`config.mk`:
```
export PLATFORM = sky130hd
export DESIGN_NAME = compare_monitor
export DESIGN_NICKNAME = d
export VERILOG_FILES = /design/src/rtl/compare_monitor.sv
export SDC_FILE = /design/constraint.sdc
export NUM_CORES = 1
export LEC_CHECK = 0
export CAP_MARGIN = 25
export CORE_MARGIN = 4
export CORE_UTILIZATION = 47
export CTS_CLUSTER_SIZE = 10
export DETAILED_ROUTE_END_ITERATION = 6
export GPL_TIMING_DRIVEN = 0
export MAX_ROUTING_LAYER = met4
export PLACE_DENSITY = 0.84
export SETUP_SLACK_MARGIN = 0.2
export SYNTH_ARGS = -nofsm -noshare
export SYNTH_HDL_FRONTEND = slang
export SYNTH_SLANG_ARGS = --single-unit
```
`constraint.sdc`:
```
create_clock -name clk -period 2.22 [get_ports clk]
set_clock_uncertainty 0.2 [all_clocks]
set_input_delay 0.444 -clock clk [delete_from_list [all_inputs] [get_ports clk]]
set_output_delay 0.444 -clock clk [all_outputs]
set_load 0.1 [all_outputs]
```
`src/rtl/compare_monitor.sv`:
```
// compare_monitor
//   Downstream consumer of a 4-bit magnitude comparator's less/equal/greater
//   flags. On every valid strobe the flags are classified. For each outcome it
//   keeps a saturating count. It also tracks the current run of consecutive
//   equal results. Once that run reaches RUN_LEN, the match-lock is asserted.
//   Illegal (non one-hot) flag patterns are reported with a pulse.
//
// Ports
//   clk          rising-edge clock
//   rst          synchronous active-high reset
//   valid_in     flags are valid this cycle
//   less         comparator flag w0<w1
//   equal        comparator flag w0==w1
//   greater      comparator flag w0>w1
//   clear        synchronous clear of counters, run and lock
//   less_cnt     saturating count of valid less samples
//   equal_cnt    saturating count of valid equal samples
//   greater_cnt  saturating count of valid greater samples
//   run_cnt      current consecutive-equal run length (saturating)
//   lock         match-lock status (level)
//   lock_lost    one-cycle pulse when a less/greater sample breaks the lock
//   flag_err     one-cycle pulse for a valid sample whose flags are not one-hot
module compare_monitor #(
  parameter int CNT_W   = 8,
  parameter int RUN_LEN = 4,
  parameter int RUN_W   = 3
) (
  input  logic             clk,
  input  logic             rst,
  input  logic             valid_in,
  input  logic             less,
  input  logic             equal,
  input  logic             greater,
  input  logic             clear,
  output logic [CNT_W-1:0] less_cnt,
  output logic [CNT_W-1:0] equal_cnt,
  output logic [CNT_W-1:0] greater_cnt,
  output logic [RUN_W-1:0] run_cnt,
  output logic             lock,
  output logic             lock_lost,
  output logic             flag_err
);

  typedef enum logic {
    TRACK  = 1'b0,
    LOCKED = 1'b1
  } state_t;

  localparam logic [RUN_W-1:0] RUN_LEN_V = RUN_W'(RUN_LEN);

  state_t           state_reg, state_next;
  logic [RUN_W-1:0] run_reg, run_next;
  logic             lost_reg, lost_next;
  logic             err_reg, err_next;

  // Sample classification. Each of these already includes valid_in.
  logic       is_less, is_equal, is_greater, is_bad;
  logic [2:0] hit;  // [0] less, [1] equal, [2] greater

  assign is_less    = valid_in &  less & ~equal & ~greater;
  assign is_equal   = valid_in & ~less &  equal & ~greater;
  assign is_greater = valid_in & ~less & ~equal &  greater;
  assign is_bad     = valid_in & ~(is_less | is_equal | is_greater);
  assign hit        = {is_greater, is_equal, is_less};

  // One saturating counter per outcome. A clear wins over a sample in the
  // same cycle, so that sample is dropped.
  generate
    for (genvar gi = 0; gi < 3; gi++) begin : gen_cnt
      logic [CNT_W-1:0] cnt_reg, cnt_next;

      always_comb begin
        cnt_next = cnt_reg;
        if (clear) begin
          cnt_next = '0;
        end else if (hit[gi] && (cnt_reg != {CNT_W{1'b1}})) begin
          cnt_next = cnt_reg + 1'b1;
        end
      end

      always_ff @(posedge clk) begin
        if (rst) begin
          cnt_reg <= '0;
        end else begin
          cnt_reg <= cnt_next;
        end
      end
    end
  endgenerate

  assign less_cnt    = gen_cnt[0].cnt_reg;
  assign equal_cnt   = gen_cnt[1].cnt_reg;
  assign greater_cnt = gen_cnt[2].cnt_reg;

  // Run length, lock FSM and event pulses.
  always_comb begin
    state_next = state_reg;
    run_next   = run_reg;
    lost_next  = 1'b0;
    err_next   = 1'b0;
    if (clear) begin
      state_next = TRACK;
      run_next   = '0;
    end else if (is_equal) begin
      if (run_reg != {RUN_W{1'b1}}) begin
        run_next = run_reg + 1'b1;
      end
      // Lock is judged on the post-increment run. This makes lock rise in
      // the same cycle that run_cnt first shows RUN_LEN.
      if (run_next >= RUN_LEN_V) begin
        state_next = LOCKED;
      end
    end else if (is_less || is_greater) begin
      run_next = '0;
      if (state_reg == LOCKED) begin
        state_next = TRACK;
        lost_next  = 1'b1;
      end
    end else if (is_bad) begin
      // A bad flag pattern breaks the run. On its own it does not drop an
      // existing lock.
      run_next = '0;
      err_next = 1'b1;
    end
  end

  always_ff @(posedge clk) begin
    if (rst) begin
      state_reg <= TRACK;
      run_reg   <= '0;
      lost_reg  <= 1'b0;
      err_reg   <= 1'b0;
    end else begin
      state_reg <= state_next;
      run_reg   <= run_next;
      lost_reg  <= lost_next;
      err_reg   <= err_next;
    end
  end

  assign run_cnt   = run_reg;
  assign lock      = (state_reg == LOCKED);
  assign lock_lost = lost_reg;
  assign flag_err  = err_reg;

endmodule
```
# ---- After elaboration in Yosys (flattened, before gate mapping)
# Cells that the tools add are included.
dict set report classes {
  n_addsub 4
  order_cmp 1
  n_eq_ne 5
  muxes 11
  bitwise 16
  reduce_logical 10
}
# operator count
set op_table {}
lappend op_table {{$add 8x1->8 const B} 3}
lappend op_table {{$ne 8x8->1 const B} 3}
lappend op_table {{$mux 3} 6}
lappend op_table {{$and 1x1->1} 9}
lappend op_table {{$reduce_or 4->1} 2}
lappend op_table {{$mux 1} 5}
lappend op_table {{$not 1->1} 5}
lappend op_table {{$add 3x1->3 const B} 1}
lappend op_table {{$ge 3x3->1 const B} 1}
lappend op_table {{$logic_and 1x1->1} 3}
lappend op_table {{$ne 3x3->1 const B} 1}
lappend op_table {{$reduce_bool 3->1} 1}
lappend op_table {{$ne 2x1->1 const B} 1}
lappend op_table {{$or 1x1->1} 2}
lappend op_table {{$reduce_and 2->1} 1}
lappend op_table {{$reduce_bool 2->1} 1}
lappend op_table {{$reduce_or 2->1} 1}
lappend op_table {{$logic_or 1x1->1} 1}
dict set report totals {
  register_bits 30
}

# ---- Logic depth before layout (Yosys ltp)
dict set report logic_depth {
  ltp_word 11
  depth_mapped 5
  ltp_nobuf 5
}

# ---- Worst setup path after synthesis
# Ideal clock, no wire load.
dict set report synth_timing {
  path_type {register to register}
  from {register gen_cnt[2].cnt_reg[0] (netlist: greater_cnt[0])}
  to {register gen_cnt[2].cnt_reg[6] (netlist: greater_cnt[6])}
  arrival_ps 2206
  setup_slack_ps -249
  stages_incl_launch_ff 6
  n_path_buf 0
  path_cell_list {dfxtp_1 > ha_1 > nand3_1 > nand3b_2 > or4_1 > nand2_1}
}
dict set report synth_via {
  elab_chain_len 2
  word_cells_on_any_way 3
  classes_between {add/sub (1); eq/ne (1); reduce/logical (1)}
}
# element line
set synth_rtl {}
lappend synth_rtl {{from (decl)} 70} ;# logic [CNT_W-1:0] cnt_reg, cnt_next;
lappend synth_rtl {{from (signal assigned)} 85} ;# cnt_reg <= cnt_next;
lappend synth_rtl {{branches (longest 2 deep; another with $add 8x1->8)} -}
# Several ways; the timed one is not identified.
# A chain may end at the register's enable or synchronous reset.

# ---- Worst setup path after layout
dict set report layout_timing {
  from {input valid_in}
  to {register gen_cnt[0].cnt_reg[4] (netlist: less_cnt[4])}
}
dict set report layout_via {
  elab_chain_len 4
}
# element line
set layout_rtl {}
lappend layout_rtl {{from (decl)} 30} ;# input logic valid_in,
lappend layout_rtl {{$and 1x1->1 (3 in series)} 60} ;# assign is_less = valid_in & less & ~equal & ~greater;
lappend layout_rtl {{$logic_and 1x1->1} 76} ;# end else if (hit[gi] && (cnt_reg != {CNT_W{1'b1}})) begin
lappend layout_rtl {{to (signal assigned)} 85}
lappend layout_rtl {{to (decl)} 70}
# Every way passes these cells.

==> metrics.log <==
INFO  metric detail_route.first_pass.iterations = 4
INFO  metric cp_data_required_time = 2290 ps
INFO  metric setup_viol_count_final = 0
INFO  metric most-common-layout-cells = sky130_fd_sc_hd__clkdlybuf4s15_2, sky130_fd_sc_hd__dfxtp_2, sky130_fd_sc_hd__nor2_1, sky130_fd_sc_hd__xor2_1, sky130_fd_sc_hd__nand2_1
INFO  metric drt-vias-per-instance = 5.61
INFO  metric clkSinkCount = 30
INFO  metric critical_path_class = input port to flip-flop
INFO  metric routed_wirelength = 3180 um
INFO  metric finalWeightedCongestion = 0.869
INFO  metric boundaryPins = 37
INFO  metric clock_tree_from_tritoncts = yes
INFO  metric status = completed
INFO  metric met3_use_gr = 5.41%
INFO  metric via_count = 1257
INFO  metric drt-initial-drc-count = 60
INFO  metric final_common_cell = sky130_fd_sc_hd__clkdlybuf4s15_2
INFO  metric gr-total-overflow = 0
INFO  metric rsz_0062_raised_after_global_routing = no
INFO  metric power-per-cell-area = 486 nW/um2
INFO  metric clock.fmax = 511 MHz
INFO  metric worst-slew-pin-transition = 561 ps
INFO  metric routed_wire_length_per_instance = 14.2 um
INFO  metric min_path_type = flip-flop to flip-flop
INFO  metric power.sequential.fraction = 58.0%
INFO  metric ir_worst_vdd = 0.415 mV
INFO  metric p_leak = 0.706 nW
INFO  metric busiest_layer = met2
INFO  metric dpl.hpwl = 2420 um
INFO  metric clock_power_share = 35.8%
INFO  metric power.internal = 0.000713 W
INFO  metric post_synth_num_cell_types = 33
INFO  metric route.antenna.remaining_nets = 0
INFO  metric timing.critical_path.slowest_stage_cell = sky130_fd_sc_hd__clkdlybuf4s50_1
INFO  metric floorplan.initialDensity = 49.9%
INFO  metric clock-root-buffer = sky130_fd_sc_hd__clkbuf_4
INFO  metric clkTransAtPathRegs = 80 ps
INFO  metric critPathMaxFanout = 7
INFO  metric nNetsFinal = 203
INFO  metric cap_viol_max_count = 0
INFO  metric vias_in_the_first_global_route = 1202
INFO  metric synthCells = 149
INFO  metric grt_use_met2 = 28.5%
INFO  metric clk-insertion-delay-late = 330 ps
INFO  metric p_sw = 0.000218 W
INFO  metric mappedNetlistNets = 160
INFO  metric netSwitchingFraction = 23.4%
INFO  metric wire_length_of_the_first_global_routing_pass = 5540 um
INFO  metric final_design_area_no_fill = 1920 um2
INFO  metric insertedDiodeCount = 0
INFO  metric hold_slack = 278 ps
INFO  metric fp-row-count = 19
INFO  metric maximum_number_of_pins_on_one_net_before_global_route_repair = 11
INFO  metric antenna_violations_before_repair = 0
INFO  metric largest_buffer_count_on_any_clock_path = 2
INFO  metric finalWorstPathRequiredPeriod = 1960 ps
INFO  metric total_negative_setup_slack = 0 ps
INFO  metric power.combinational.fraction = 6.2%
INFO  metric die_height = 62.3 um
INFO  metric detailed_place.area = 1820 um2
INFO  metric drcViolationCount = 0
INFO  metric htreeDepth = 2
INFO  metric grtUsageMet1 = 20.1%
INFO  metric die_area = 3890 um2
INFO  metric numCtsBuffers = 5
INFO  metric mappedNetlistArea = 1390 um2
INFO  metric postCtsSetupBuffers = 0
INFO  metric grt_usage = 18.0%
INFO  metric timing.final.hold_violations = 0
INFO  metric period_share = 88.2%
INFO  metric slowest_delay = 590 ps
INFO  metric synth.yosys.seq_area_share = 43.3%
INFO  metric yosysWarningCount = 0
INFO  metric yosys_register_bits = 30
INFO  metric synth_area_per_cell = 9.31 um2
INFO  metric placement.io_buffers = 36
INFO  metric slew_headroom = 62.8%
INFO  metric floorplan.core_area = 2780 um2
INFO  metric critical_path_data_arrival_time = 2030 ps
INFO  metric critPathCaptureType = flip-flop
INFO  metric drive_above_1_share = 35.8%
INFO  metric chipWidth = 62.3 um
INFO  metric synthToLayoutAreaGrowth = 38.1%
INFO  metric startpoint_type = input port
INFO  metric count_of_final_max_slew_check_failures = 0
INFO  metric cell_by_cell_listing_of_the_critical_path = clkdlybuf4s50_1 -> and4bb_4 -> o21ai_2 -> or4_1 -> nand2_1
INFO  metric fillers = 218
[synth_stat cells]
cell / count / area share [%]
sky130_fd_sc_hd__a22oi_1: 2 / 1.1
sky130_fd_sc_hd__nand3b_1: 1 / 0.54
sky130_fd_sc_hd__nor3_1: 3 / 1.1
sky130_fd_sc_hd__and3_1: 5 / 2.3
sky130_fd_sc_hd__a21oi_1: 3 / 1.1
sky130_fd_sc_hd__nand3b_2: 1 / 0.81
sky130_fd_sc_hd__inv_1: 2 / 0.54
sky130_fd_sc_hd__nand4bb_1: 1 / 0.81
sky130_fd_sc_hd__nand4b_1: 1 / 0.63
sky130_fd_sc_hd__or2_1: 1 / 0.45
sky130_fd_sc_hd__o211a_1: 1 / 0.72
sky130_fd_sc_hd__o211ai_2: 1 / 0.90
sky130_fd_sc_hd__o21ai_2: 1 / 0.63
sky130_fd_sc_hd__o211ai_1: 8 / 4.3
sky130_fd_sc_hd__nand3_1: 3 / 1.1
sky130_fd_sc_hd__or4_1: 2 / 1.1
sky130_fd_sc_hd__nand4_1: 5 / 2.3
sky130_fd_sc_hd__mux2i_1: 4 / 2.9
sky130_fd_sc_hd__and4bb_2: 1 / 0.90
sky130_fd_sc_hd__o21ai_1: 2 / 0.72
sky130_fd_sc_hd__clkbuf_1: 3 / 0.81
sky130_fd_sc_hd__and2_1: 3 / 1.4
sky130_fd_sc_hd__or3_1: 2 / 0.90
sky130_fd_sc_hd__and4bb_4: 2 / 2.3
sky130_fd_sc_hd__a211oi_1: 1 / 0.54
sky130_fd_sc_hd__o21ai_0: 4 / 1.4
sky130_fd_sc_hd__ha_1: 4 / 3.6
sky130_fd_sc_hd__and4_1: 1 / 0.63
sky130_fd_sc_hd__dfxtp_1: 30 / 43
sky130_fd_sc_hd__nor2_1: 24 / 6.5
sky130_fd_sc_hd__o2111ai_1: 3 / 1.9
sky130_fd_sc_hd__xor2_1: 15 / 9.5
sky130_fd_sc_hd__nand2_1: 9 / 2.4
[logic make-up (layout without fill, tap and decap cells)]
| logic type | count (synthesis) | in the layout | synth area share, % |
|---|---|---|---|
| mux | 4 | 4 | 2.89 |
| simple gates | 65 | 65 | 26.1 |
| flops | 30 | 30 | 43.3 |
| fa+ha+maj | 4 | 4 | 3.61 |
| buf+inv | 5 | 49 | 1.35 |
| compound gates | 26 | 26 | 13.3 |
| xor+xnor | 15 | 15 | 9.47 |
[per-layer routing]
layer / up-vias / wire length (um)
li1: 630 / -
met1: 585 / 1410
met2: 35 / 1530
met3: 7 / 167
met4: 0 / 68
met5: - / 0
[per-stage QoR]
| step | util [%] | total power [W] | instances | setup slack [ps] |
|---|---|---|---|---|
| 2_1_floorplan | - | 0.000587 | 149 | 140 |
| 3_3_place_gp | 65.4 | 0.000608 | 216 | -20.1 |
| 3_5_place_dp | 65.4 | 0.000611 | 216 | -59.5 |
| 4_1_cts | 68.9 | 0.000946 | 224 | 268 |
| 5_1_grt | 68.9 | 0.000987 | 224 | 228 |
| 6_report | 68.9 | 0.000931 | 224 | 262 |
[cell type report]
cell class / count / area (um2) / area share [%]
buffer: 3 / 11.3 / 0.587
clock buffer: 7 / 55.1 / 2.87
clock inverter: 1 / 5.00 / 0.261
inverter: 2 / 7.51 / 0.392
multi-input combinational: 114 / 768 / 40.1
sequential: 30 / 633 / 33.0
tap: 31 / 38.8 / 2.02
timing repair buffer: 36 / 398 / 20.8
[path summary, 6_finish.rpt]
check / startpoint / endpoint / slack (ps) / cells after the start
worst max-delay path: valid_in / less_cnt[4] / 260 / 5
worst min-delay path: lock / lock_lost / 280 / 2
worst max register to register: greater_cnt[0] / greater_cnt[6] / 460 / 5
worst min register to register: lock / lock_lost / 280 / 2
[flip-flops by register name (all words and copies together), names as in the netlist]
| signal | cells |
|---|---|
| flag_err | 1 |
| greater_cnt | 8 |
| run_cnt | 3 |
| lock | 1 |
| equal_cnt | 8 |
| lock_lost | 1 |
| less_cnt | 8 |
[worst max-delay path, delay by kind of cell]
kind / cells / cell delay, ps
buffers and inverters: 1 / 590
and+or+nand+nor: 3 / 870
AOI/OAI and AO/OA: 1 / 110
[timing repair]
action                     in CTS  in global routing
gates resized for setup        90                  0
setup endpoints to repair      30                  0
hold buffers                    0                  0
[power by group through the flow]
stage                     logic (W)  registers, W  clock network (W)
final                     0.0000573      0.000540           0.000334
after CTS                 0.0000573      0.000540           0.000348
after global placement    0.0000554      0.000553                  0
after floorplan           0.0000215      0.000565                  0
after detailed placement  0.0000575      0.000553                  0
after global routing      0.0000612      0.000541           0.000385
Note: power is estimated with default switching activity, not from simulation.
